===== config.mk =====
export PLATFORM = sky130hd
export DESIGN_NAME = spi_display_latch
export DESIGN_NICKNAME = d
export VERILOG_FILES = /design/src/rtl/spi_display_latch.sv
export SDC_FILE = /design/constraint.sdc
export NUM_CORES = 1
export LEC_CHECK = 0
export ABC_AREA = 1
export BUFFER_PORTS_ARGS = -buffer_cell sky130_fd_sc_hd__buf_2
export CORE_AREA = 5 5 132 134
export CTS_CLUSTER_DIAMETER = 200
export CTS_CLUSTER_SIZE = 20
export DETAILED_ROUTE_END_ITERATION = 10
export DIE_AREA = 0 0 137 139
export PLACE_DENSITY = 0.52
export SYNTH_ARGS = -nofsm -noshare
export SYNTH_HDL_FRONTEND = slang
export SYNTH_SLANG_ARGS = --single-unit

===== constraint.sdc =====
create_clock -name clk -period 1.9 [get_ports clk]
set_input_delay 0.19 -clock clk [delete_from_list [all_inputs] [get_ports clk]]
set_output_delay 0.19 -clock clk [all_outputs]
set_load 0.05 [all_outputs]

===== src/rtl/spi_display_latch.sv =====
// spi_display_latch
//
// Validates SPI frames coming out of an SPI slave by counting SCLK rising
// edges between chip-select assertion and release. A frame with exactly
// WIDTH edges is captured into a shadow register at frame end. Any other
// edge count is rejected. The shadow register drives two 7-segment digits,
// either as raw segment bits or through a hex decoder. A watchdog blanks
// the display when no valid frame arrives for TIMEOUT clock cycles.
//
// Parameters:
//   WIDTH    SPI word width (>= 16)
//   TIMEOUT  clk cycles without a valid frame before blanking, 0 = never
//
// Ports:
//   clk          system clock
//   rst_n        synchronous reset, active-low
//   ucSEL_       SPI chip select pin, active-low, asynchronous to clk
//   ucSCLK       SPI clock pin, asynchronous to clk
//   word_in      parallel receive word from the SPI slave, stable once
//                SEL_ is high
//   digit1       low digit segments {g,f,e,d,c,b,a}, active-high
//   digit2       high digit segments, same encoding
//   frame_valid  1-cycle pulse when a good frame is captured
//   frame_err    1-cycle pulse when a frame is rejected
//   blanked      high while the watchdog holds the display dark
//   dbg_state    current FSM state (0 IDLE, 1 ACTIVE, 2 CHECK)
//   echo_out     {valid_cnt, err_cnt} zero-extended to WIDTH
//                (only when SPI_DISPLAY_ECHO_EN is defined)
//
// Optional feature macro: SPI_DISPLAY_ECHO_EN adds the echo_out port and
// the two 8-bit wrap-around frame counters behind it.
//
// Handshake: there is no valid/ready flow control here. frame_valid and
// frame_err are single-cycle, mutually exclusive strobes; the digits take
// their new value on the same clock edge that frame_valid rises.

module spi_display_latch #(
   parameter int WIDTH   = 16,
   parameter int TIMEOUT = 12000000
) (
   input  logic             clk,
   input  logic             rst_n,
   input  logic             ucSEL_,
   input  logic             ucSCLK,
   input  logic [WIDTH-1:0] word_in,
   output logic [6:0]       digit1,
   output logic [6:0]       digit2,
   output logic             frame_valid,
   output logic             frame_err,
   output logic             blanked,
   output logic [1:0]       dbg_state
`ifdef SPI_DISPLAY_ECHO_EN
   ,
   output logic [WIDTH-1:0] echo_out
`endif
);

   localparam int CW = $clog2(WIDTH) + 2;
   localparam logic [CW-1:0] CNT_FULL = CW'(WIDTH);
   localparam logic [CW-1:0] CNT_MAX  = '1;

   typedef enum logic [1:0] {
      IDLE   = 2'd0,
      ACTIVE = 2'd1,
      CHECK  = 2'd2
   } state_t;

   // ------------------------------------------------------------------
   // Pin synchronisers: two FFs for metastability, a third holding the
   // previous synchronised value for rising-edge detection.
   // ------------------------------------------------------------------
   logic sel_s1, sel_sync, sel_prev;
   logic sclk_s1, sclk_sync, sclk_prev;
   logic sel_rise, sclk_rise;

   always_ff @(posedge clk) begin
      if (!rst_n) begin
         sel_s1    <= 1'b1;
         sel_sync  <= 1'b1;
         sel_prev  <= 1'b1;
         sclk_s1   <= 1'b0;
         sclk_sync <= 1'b0;
         sclk_prev <= 1'b0;
      end else begin
         sel_s1    <= ucSEL_;
         sel_sync  <= sel_s1;
         sel_prev  <= sel_sync;
         sclk_s1   <= ucSCLK;
         sclk_sync <= sclk_s1;
         sclk_prev <= sclk_sync;
      end
   end

   assign sel_rise  = sel_sync & ~sel_prev;
   assign sclk_rise = sclk_sync & ~sclk_prev;

   // ------------------------------------------------------------------
   // Frame FSM
   // ------------------------------------------------------------------
   state_t        state_q, state_d;
   logic [CW-1:0] bitcnt_q, bitcnt_d;
   logic          good, bad;

   always_ff @(posedge clk) begin
      if (!rst_n) begin
         state_q  <= IDLE;
         bitcnt_q <= '0;
      end else begin
         state_q  <= state_d;
         bitcnt_q <= bitcnt_d;
      end
   end

   always_comb begin
      state_d  = state_q;
      bitcnt_d = bitcnt_q;
      good     = 1'b0;
      bad      = 1'b0;
      case (state_q)
         IDLE: begin
            if (!sel_sync) begin
               state_d  = ACTIVE;
               bitcnt_d = '0;
            end
         end
         ACTIVE: begin
            // Saturate so an over-long frame can never wrap back onto
            // the exact WIDTH count.
            if (sclk_rise && (bitcnt_q != CNT_MAX)) begin
               bitcnt_d = bitcnt_q + CW'(1);
            end
            if (sel_rise) begin
               state_d = CHECK;
            end
         end
         CHECK: begin
            // SCLK edges in this cycle are deliberately not counted.
            if (bitcnt_q == CNT_FULL) begin
               good = 1'b1;
            end else begin
               bad = 1'b1;
            end
            bitcnt_d = '0;
            // SEL_ may already be low again for a back-to-back frame.
            state_d  = sel_sync ? IDLE : ACTIVE;
         end
         default: begin
            state_d  = IDLE;
            bitcnt_d = '0;
         end
      endcase
   end

   assign dbg_state = state_q;

   // ------------------------------------------------------------------
   // Capture and strobes
   // ------------------------------------------------------------------
   logic [WIDTH-1:0] shadow;

   always_ff @(posedge clk) begin
      if (!rst_n) begin
         shadow      <= '0;
         frame_valid <= 1'b0;
         frame_err   <= 1'b0;
      end else begin
         frame_valid <= good;
         frame_err   <= bad;
         if (good) begin
            shadow <= word_in;
         end
      end
   end

   // ------------------------------------------------------------------
   // Watchdog
   // ------------------------------------------------------------------
   logic blank_q;

   generate
      if (TIMEOUT > 0) begin : g_wd
         localparam logic [23:0] WD_LAST = 24'(TIMEOUT - 1);
         logic [23:0] wd_cnt;

         always_ff @(posedge clk) begin
            if (!rst_n) begin
               wd_cnt  <= '0;
               blank_q <= 1'b1;
            end else if (good) begin
               // A valid frame beats a simultaneous timeout.
               wd_cnt  <= '0;
               blank_q <= 1'b0;
            end else if (!blank_q) begin
               if (wd_cnt == WD_LAST) begin
                  blank_q <= 1'b1;
               end else begin
                  wd_cnt <= wd_cnt + 24'd1;
               end
            end
         end
      end else begin : g_no_wd
         always_ff @(posedge clk) begin
            if (!rst_n) begin
               blank_q <= 1'b1;
            end else if (good) begin
               blank_q <= 1'b0;
            end
         end
      end
   endgenerate

   assign blanked = blank_q;

   // ------------------------------------------------------------------
   // Segment decode
   // ------------------------------------------------------------------
   function automatic logic [6:0] hex7(input logic [3:0] n);
      logic [6:0] seg;
      case (n)
         4'h0: seg = 7'h3F;
         4'h1: seg = 7'h06;
         4'h2: seg = 7'h5B;
         4'h3: seg = 7'h4F;
         4'h4: seg = 7'h66;
         4'h5: seg = 7'h6D;
         4'h6: seg = 7'h7D;
         4'h7: seg = 7'h07;
         4'h8: seg = 7'h7F;
         4'h9: seg = 7'h6F;
         4'hA: seg = 7'h77;
         4'hB: seg = 7'h7C;
         4'hC: seg = 7'h39;
         4'hD: seg = 7'h5E;
         4'hE: seg = 7'h79;
         default: seg = 7'h71;
      endcase
      return seg;
   endfunction

   always_comb begin
      digit1 = 7'h00;
      digit2 = 7'h00;
      if (!blank_q) begin
         if (shadow[WIDTH-1]) begin
            digit1 = hex7(shadow[3:0]);
            digit2 = hex7(shadow[7:4]);
         end else begin
            digit1 = shadow[6:0];
            digit2 = shadow[14:8];
         end
      end
   end

`ifdef SPI_DISPLAY_ECHO_EN
   // ------------------------------------------------------------------
   // Frame counters echoed back to the host
   // ------------------------------------------------------------------
   logic [7:0] valid_cnt;
   logic [7:0] err_cnt;

   always_ff @(posedge clk) begin
      if (!rst_n) begin
         valid_cnt <= '0;
         err_cnt   <= '0;
      end else begin
         if (frame_valid) begin
            valid_cnt <= valid_cnt + 8'd1;
         end
         if (frame_err) begin
            err_cnt <= err_cnt + 8'd1;
         end
      end
   end

   assign echo_out = WIDTH'({valid_cnt, err_cnt});
`endif

endmodule


==> flow_summary.toml, run 1 <==
[run_status]
outcome = "finished, final reports clean"

[yosys]
syn_inst = 574
yosys.area.top_type = "dfxtp_1"
synth_area_um2 = 3930
synth-warning-count = 0
synth_seq_cells = 71
synth.yosys.seq_area_share_pct = 36.2
ys_top_cells_by_area = "dfxtp_1 36%, nand2_1 18%, nand3_1 6.8%, nor2_1 6.1%, ha_1 5.4%"
syn_area_per_cell_um2 = 6.84
synth_cell_types = 34
syn_nets = 611
synth_top_area_share_pct = 36.2

[critical_path]
cp-start-kind = "flip-flop"
timing.rr.start = "bitcnt_q[0]$_SDFFE_PN0P_"
r2r_setup_slack_ns = 0.04
worst_setup_path_end_kind = "flip-flop"
crit_type = "reg2reg"
worstRegToRegCells = 14
worstPathArrival_ns = 2.09
required_ns = 2.14
critical_path_peak_fanout = 8

[power_and_ir_drop]
power_w = 0.00347
power.density_nw_per_um2 = 678
irDropWorstVdd_uv = 441
p_leak_nw = 2.12

[place]
dp_hpwl_um = 7430
place_congestion = 0.839
port_buffers = 38

[worst_hold_path]
min-delay-start = "ucSCLK"
hold_path.class = "in2reg"
holdPathEnd = "sclk_s1$_SDFF_PN0_"
holdPathStages = 3

[cells_and_area]
final_util_pct = 31.6
synthToLayoutAreaGrowth_pct = 30.3
drive_gt1_share_pct = 25.5
seq_area_um2 = 1430
antenna_cells = 0
mostFrequentLayoutCell = "nand2_1"
fillCellCount = 1767
final_cell_mix = "177 x nand2_1, 67 x dfxtp_1, 64 x nor2_1"
multiInputGateArea_um2 = 2320
finalNetCount = 691

[timing]
hold_viol_final = 0
min_period_over_period_pct = 97.8
fmax_mhz = 538
rsz0062_at_grt = "yes"
clock_skew_ns = 0.00759
tightest_slew_ns = 0.528
slew_headroom_pct = 64.7
slew_viol_final = 0
fin_crit_ns = 1.86
finalSetupViolCount = 0

[floorplan]
start_util_pct = 24.3
dieHeight_um = 139
die_w_um = 137
core-area_um2 = 16200
dieArea_um2 = 19000
pin_count = 39
rows = 47

[flow_run]
cap_violations = 0

[grt]
grt_pass1_wl_um = 16400
antenna_found_initial = 0
grt_max_degree = 18
grt_pass1_vias = 3314
grtUsageTotal_pct = 10.6
overflow = 0

[route]
ant_nets = 0
drc = 0
drt_iter0_drc = 161
wl_um = 9970
vias_per_cell = 4.24
num_vias = 3726
wl_per_cell_um = 11.3
drtPass1Iterations = 4

[clock_network]
cts.reportedPaths.clkPinSlew_ns = 0.06
cts_buffers = 9
cts.sinks = 71
postCtsHoldBufs = 0
cts_tree = "built"
root_buffer = "clkbuf_16"
clk_latency_ns = 0.34
clock_path_buffers = 2
htree_levels = 3
==> worst max-delay path, stage by stage, from the launching register on <==
cell	delay, ns
dfxtp_2	0.33
inv_2	0.08
ha_4	0.13
nand3_2	0.09
nor2_4	0.16
nand2_4	0.10
nor2_4	0.17
nand2_2	0.10
nand2_4	0.09
inv_2	0.06
ha_4	0.22
inv_1	0.05
nand2_1	0.05
nand3_1	0.08
nand2_1	0.04
==> through the flow <==
stage	hold slack, ns	TNS [ns]	instances	worst slack (ns)	instance area [um2]
after floorplan	0.288	-0.0498	574	-0.0498	3960
after global placement	0.372	0	856	0.0130	4630
after detailed placement	0.376	-0.0320	856	-0.0304	4630
after CTS	0.0183	0	874	0.00355	4980
after global routing	0.0344	-0.370	879	-0.0949	5120
final	0.0292	0	879	0.0422	5120
==> synthesized netlist by cell type (all sizes together) <==
library cell	n
a21oi	34
xnor2	6
or2	3
clkbuf	8
nor2	67
nor4	2
buf	7
nand2	192
ha	17
nand4	7
o31ai	2
a22oi	1
nor3	3
nand3	56
inv	57
nand3b	1
dfxtp	71
xor2	8
o21ai	32
==> how the worst max path moves through the flow <==
stage	to	depth (start not counted)	startpoint	slack, ns
after floorplan	flip-flop	15	bitcnt_q[0]$_SDFFE_PN0P_	-0.05
after global placement	flip-flop	14	bitcnt_q[0]$_SDFFE_PN0P_	0.01
after detailed placement	flip-flop	14	bitcnt_q[0]$_SDFFE_PN0P_	-0.03
after CTS	flip-flop	13	bitcnt_q[0]$_SDFFE_PN0P_	0.004
after global routing	flip-flop	14	bitcnt_q[0]$_SDFFE_PN0P_	-0.09
final	flip-flop	14	bitcnt_q[0]$_SDFFE_PN0P_	0.04
==> per-layer routing <==
metal	up-vias	track usage, %	share of wire (%)
met5	-	0	0
met4	0	2.42	1.1
met3	11	3.56	3.8
met2	52	15.6	45
met1	1675	15.0	50
li1	1988	-	-
==> report_power, final <==
group          switching, W  leakage, nW  internal (W)  total, W
clock              0.000673        0.156       0.00119   0.00186
combinational     0.0000653         1.38     0.0000427  0.000108
sequential       0.00000400        0.576       0.00150   0.00150
total              0.000742         2.12       0.00273   0.00347
==> cell families (layout without fill, tap and decap cells) <==
| logic type | count (synthesis) | in the layout | synth area share, % |
|---|---|---|---|
| simple gates | 331 | 331 | 36.5 |
| buf+inv | 72 | 157 | 8.06 |
| flops | 71 | 71 | 36.2 |
| compound gates | 69 | 69 | 10.7 |
| fa+ha+maj | 17 | 17 | 5.42 |
| xor+xnor | 14 | 14 | 3.12 |
==> repair_timing <==
item	in CTS	in global routing
pin swaps	0	5
buffers inserted	2	5
gates resized for setup	5	29
endpoints found under the setup margin	11	25
==> layout make-up <==
class                   count  area share (%)
flip-flops and latches     71            27.9
repair buffers             84            10.7
multi-input cells         431            45.3
inverters                  57            4.38
well taps                 220            5.38
clock inverters             5            1.59
clock buffers              11            4.74
No activity file was read; power rests on OpenSTA's default activity.
==> run 2, diff against run 1 <==
- GPL_TIMING_DRIVEN: default -> 0
==> run 2 against run 1 <==
  * Clock power is 8% lower
  * Register-to-register slack hardly changed
  * Global-route usage is 0.064 points lower
  * Clock skew hardly changed
  * Non-clock buffer count is 19 lower
  * Sequential power hardly changed
  * Total power is 4.5% lower
  * Critical path depth is 1 higher
  * Final area is 1.6% lower
  * Via count is 1.0% lower
  * Hold slack hardly changed
  * Maximum frequency is 0.75% higher
==> flow_summary.toml, run 2 (synthesized netlist as in run 1, its figures left out) <==
[run_status]
outcome = "finished, final reports clean"

[clock_network]
cts.reportedPaths.clkPinSlew_ns = 0.06
cts.sinks = 71
clk_latency_ns = 0.34
root_buffer = "clkbuf_16"
postCtsHoldBufs = 0
cts_buffers = 9
clock_path_buffers = 2
cts_tree = "built"
htree_levels = 3

[timing]
clock_skew_ns = 0.00761
slew_viol_final = 0
fin_crit_ns = 1.84
rsz0062_at_grt = "yes"
finalSetupViolCount = 0
tightest_slew_ns = 0.589
slew_headroom_pct = 60.8
hold_viol_final = 0
min_period_over_period_pct = 97.1
fmax_mhz = 542

[route]
num_vias = 3687
drt_iter0_drc = 166
wl_per_cell_um = 11.4
drc = 0
wl_um = 9820
vias_per_cell = 4.29
drtPass1Iterations = 4
ant_nets = 0

[grt]
grt_max_degree = 14
overflow = 0
antenna_found_initial = 0
grtUsageTotal_pct = 10.6
grt_pass1_vias = 3353
grt_pass1_wl_um = 16400

[critical_path]
worstPathArrival_ns = 2.12
r2r_setup_slack_ns = 0.06
cp-start-kind = "flip-flop"
worst_setup_path_end_kind = "flip-flop"
timing.rr.start = "bitcnt_q[1]$_SDFFE_PN0P_"
crit_type = "reg2reg"
worstRegToRegCells = 15
required_ns = 2.18
critical_path_peak_fanout = 5

[power_and_ir_drop]
irDropWorstVdd_uv = 395
p_leak_nw = 2.02
power.density_nw_per_um2 = 657

[cells_and_area]
mostFrequentLayoutCell = "nand2_1"
stdcell_area_um2 = 5040
antenna_cells = 0
final_cell_mix = "175 x nand2_1, 65 x dfxtp_1, 64 x nor2_1"
final_util_pct = 31.1
synthToLayoutAreaGrowth_pct = 28.3
drive_gt1_share_pct = 25.6
finalNetCount = 672

[floorplan]
dieArea_um2 = 19000
pin_count = 39
start_util_pct = 24.3
die_w_um = 137
rows = 47
dieHeight_um = 139
core-area_um2 = 16200

[worst_hold_path]
holdPathEnd = "sclk_s1$_SDFF_PN0_"
holdPathStages = 3
min-delay-start = "ucSCLK"
hold_path.class = "in2reg"

[place]
dp_hpwl_um = 7180
placed_cell_area_um2 = 4420
port_buffers = 38
place_congestion = 0.814

[flow_run]
cap_violations = 0
## run 2: cell count changes in the layout (fill, tap and decap cells not counted), sizes merged
cell,before,now
buf,84,52
clkbuf,11,24
inv,55,57
bufinv,2,1
clkinvlp,3,2
## run 2: worst max-delay path by stage
stage,from,endpoint,slack (ns),cells past startpoint
6_report,bitcnt_q[1]$_SDFFE_PN0P_,flip-flop,0.06,15
5_1_grt,bitcnt_q[1]$_SDFFE_PN0P_,flip-flop,-0.08,15
4_1_cts,bitcnt_q[1]$_SDFFE_PN0P_,flip-flop,-0.09,15
3_5_place_dp,bitcnt_q[0]$_SDFFE_PN0P_,flip-flop,-0.38,15
3_3_place_gp,bitcnt_q[0]$_SDFFE_PN0P_,flip-flop,-0.37,15
2_1_floorplan,bitcnt_q[0]$_SDFFE_PN0P_,flip-flop,-0.05,15
## run 2: final cells by class
cell class	instances	area [um2]
plain buffers	15	114
clock buffers	11	243
clock inverters	5	58.8
fillers	1762	11100
inverters	57	224
multi-input cells	431	2390
flip-flops and latches	71	1430
well taps	220	275
repair buffers	50	299
## run 2: worst max-delay path, cell delays in order (launching register included)
cell and delay, ns:
dfxtp_2 0.33, inv_2 0.08, ha_4 0.15, nand3_4 0.08, nor2_4 0.13, nand2_4 0.09
nor2_4 0.15, buf_6 0.13, nand2_4 0.06, nand2_4 0.11, inv_4 0.05, ha_4 0.26
inv_2 0.03, nand2_2 0.05, nand3_2 0.06, nand2_1 0.06
## run 2: stage by stage
step | setup TNS [ns] | cells | hold WS [ns] | setup slack [ns] | power [W]
after global placement | -6.76 | 832 | 0.377 | -0.373 | 0.00162
after global routing | -0.411 | 860 | 0.0356 | -0.0763 | 0.00343
final | 0 | 860 | 0.0292 | 0.0559 | 0.00331
after floorplan | -0.0498 | 574 | 0.288 | -0.0498 | 0.00158
after CTS | -0.121 | 853 | 0.0183 | -0.0851 | 0.00336
after detailed placement | -6.13 | 832 | 0.377 | -0.376 | 0.00162
## run 2: repair_timing
item | in CTS | in global routing
endpoints found under the setup margin | 50 | 46
setup buffers | 5 | 7
cloned | 0 | 0
pin swaps | 2 | 12
resized for setup | 27 | 50
## run 2: per-layer routing
layer	GRT usage (%)	vias up	share of wire, %
met5	0	-	0
met4	2.94	0	1.2
met3	2.90	9	3.6
met2	16.3	47	47
met1	14.5	1680	49
li1	-	1951	-
## run 2: power breakdown
part | total, W | leakage (nW) | switching (W) | internal, W
Sequential | 0.00150 | 0.577 | 0.00000673 | 0.00150
Combinational | 0.0000949 | 1.30 | 0.0000617 | 0.0000332
Clock | 0.00171 | 0.142 | 0.000660 | 0.00105
Total | 0.00331 | 2.02 | 0.000728 | 0.00258
==> run 3, diff against run 2 <==
- CORE_AREA: 5 5 132 134 -> 5 5 87 130
- DIE_AREA: 0 0 137 139 -> 0 0 92 135
- PLACE_DENSITY: 0.52 -> 0.7
==> run 3 against run 2 <==
  * Setup slack got worse by 0.041 ns
  * Final area is 0.55% higher
  * Register-to-register slack got worse by 0.04 ns
  * Non-clock buffer count rose by 14
  * Maximum frequency shrank 2.2%
  * Clock power increased by 2%
  * Critical path depth is 1 lower
  * First-iteration DRC count grew 1.8%
  * Clock skew decreased by 0.00089 ns
  * Combinational power rose by 2.2%
  * Final cell count down 10%
  * Global-route usage is 6.2 points higher
==> flow_summary.toml, run 3 (synthesized netlist as in run 1, its figures left out) <==
[run_status]
outcome = "finished, final reports clean"

[timing]
slew_headroom_pct = 58.8
slew_viol_final = 0
holdWs_ns = 0.0413
clock_skew_ns = 0.00672
hold_viol_final = 0
fmax_mhz = 531
min_period_over_period_pct = 99.2
finalSetupTns_ns = 0
finalSetupViolCount = 0
rsz0062_at_grt = "yes"
fin_crit_ns = 1.88
tightest_slew_ns = 0.618

[critical_path]
path_buf_inv = 4
required_ns = 2.12
cpMaxStageDelayCell = "dfxtp_2"
critPathMaxStageDelay_ns = 0.33
worstPathArrival_ns = 2.10
cp_top_family = "simple AND/OR/NAND/NOR gates"
worst_setup_path_end_kind = "flip-flop"
worstPathCellList = "inv_2 > ha_4 > nand3_4 > nor2_4 > nand2_4 > buf_8 > nand3_2 > nand2_4 > buf_4 > ha_1 > inv_1 > nand2_1 > nand3_1 > nand2_1"
cp-start-kind = "flip-flop"
crit_type = "reg2reg"
critical_path_peak_fanout = 8

[floorplan]
core-area_um2 = 10000
die_w_um = 92
dieArea_um2 = 12400
pin_count = 39
dieHeight_um = 135
start_util_pct = 39.2
rows = 45

[cells_and_area]
drive_gt1_share_pct = 26.5
final_cells = 771
fillCellCount = 958
synthToLayoutAreaGrowth_pct = 29.0
final_util_pct = 50.5
antenna_cells = 0
final_cell_mix = "174 x nand2_1, 64 x nor2_1, 64 x dfxtp_1"
mostFrequentLayoutCell = "nand2_1"
finalNetCount = 686

[grt]
overflow = 0
antenna_found_initial = 0
grtUsageTotal_pct = 16.7
grt_max_degree = 12
grt_pass1_vias = 3849
grt_pass1_wl_um = 17000

[clock_network]
root_buffer = "clkbuf_16"
cts.reportedPaths.clkPinSlew_ns = 0.06
clk_latency_ns = 0.33
cts_buffers = 9
htree_levels = 3
cts.sinks = 71
cts_tree = "built"
clock_path_buffers = 2

[place]
dpl.cell_count = 729
dp_hpwl_um = 7260
place_congestion = 0.914
port_buffers = 38

[route]
num_vias = 3932
wl_um = 10400
drtPass1Iterations = 5
drc = 0
ant_nets = 0
vias_per_cell = 5.10
drt_iter0_drc = 169
wl_per_cell_um = 13.5

[power_and_ir_drop]
irDropWorstVdd_uv = 622
p_seq_share_pct = 44.9
p_comb_share_pct = 2.9
p_leak_nw = 2.09
cellInternalPower_w = 0.00268
clkPwrFrac_pct = 52.2
swShare_pct = 20.2
p_switching_w = 0.000678
power.density_nw_per_um2 = 662

[worst_hold_path]
hold_path.class = "in2reg"

[flow_run]
cap_violations = 0
==> run 3: cell count changes in the layout (fill, tap and decap cells not counted), moves of 3 or more <==
cell	before	now
inv_1	44	48
buf_4	11	22
clkbuf_4	7	3
ha_2	6	3
inv_2	9	6
clkbuf_1	3	6
buf_2	35	38
buf_6	4	7
==> run 3: per-stage QoR <==
stage                     total power, W  setup slack, ns  cell area, um2
after global placement           0.00162           -0.337            4290
after CTS                        0.00338         -0.00275            4840
after detailed placement         0.00162           -0.374            4290
final                            0.00335           0.0151            5060
after global routing             0.00345          -0.0989            5060
after floorplan                  0.00158          -0.0498            3960
==> run 3: path summary, 6_finish.rpt <==
path	start	end	slack, ns	depth (start not counted)
setup / recovery	bitcnt_q[0]$_SDFFE_PN0P_	flip-flop	0.02	14
hold / removal	ucSCLK	sclk_s1$_SDFF_PN0_	0.04	3
setup reg to reg	bitcnt_q[0]$_SDFFE_PN0P_	flip-flop	0.02	14
hold reg to reg	sclk_s1$_SDFF_PN0_	sclk_sync$_SDFF_PN0_	0.43	2
==> run 3: routing by layer <==
metal	GRT usage (%)	part of all wire (%)	vias up
met2	32.5	54	96
met4	6.12	2.2	0
li1	-	-	1977
met3	2.84	3.8	20
met1	17.8	40	1839
met5	0	0	-
==> run 3: layout make-up <==
type                            count  area [um2]  share of cell area (%)
Sequential cell                    71        1430                    28.3
Clock buffer                       12         236                    4.67
Multi-Input combinational cell    431        2440                    48.2
Inverter                           57         221                    4.37
Clock inverter                      4        70.1                    1.38
Buffer                             15         113                    2.22
Timing Repair Buffer               64         405                    8.01
Tap cell                          117         146                    2.89
==> run 3: worst reg2reg max path: cells and delay by family (launching register included) <==
kind                       cells  cell delay [ns]
DFF                            1             0.33
buffers and inverters          4             0.43
and+or+nand+nor                8             0.71
adders and majority gates      2             0.31
==> run 3: repair_timing <==
action	in CTS	in global routing
pin swaps	10	11
gates resized for setup	36	41
hold buffers	0	0
setup endpoints to repair	50	46
buffers inserted	18	8
==> run 3: power by group through the flow <==
stage	registers (W)	clock network, W	logic (W)
finish	0.00150	0.00175	0.0000970
global route	0.00150	0.00184	0.000107
CTS	0.00150	0.00178	0.0000940
detailed placement	0.00154	0	0.0000834
global placement	0.00154	0	0.0000819
floorplan	0.00154	0	0.0000420
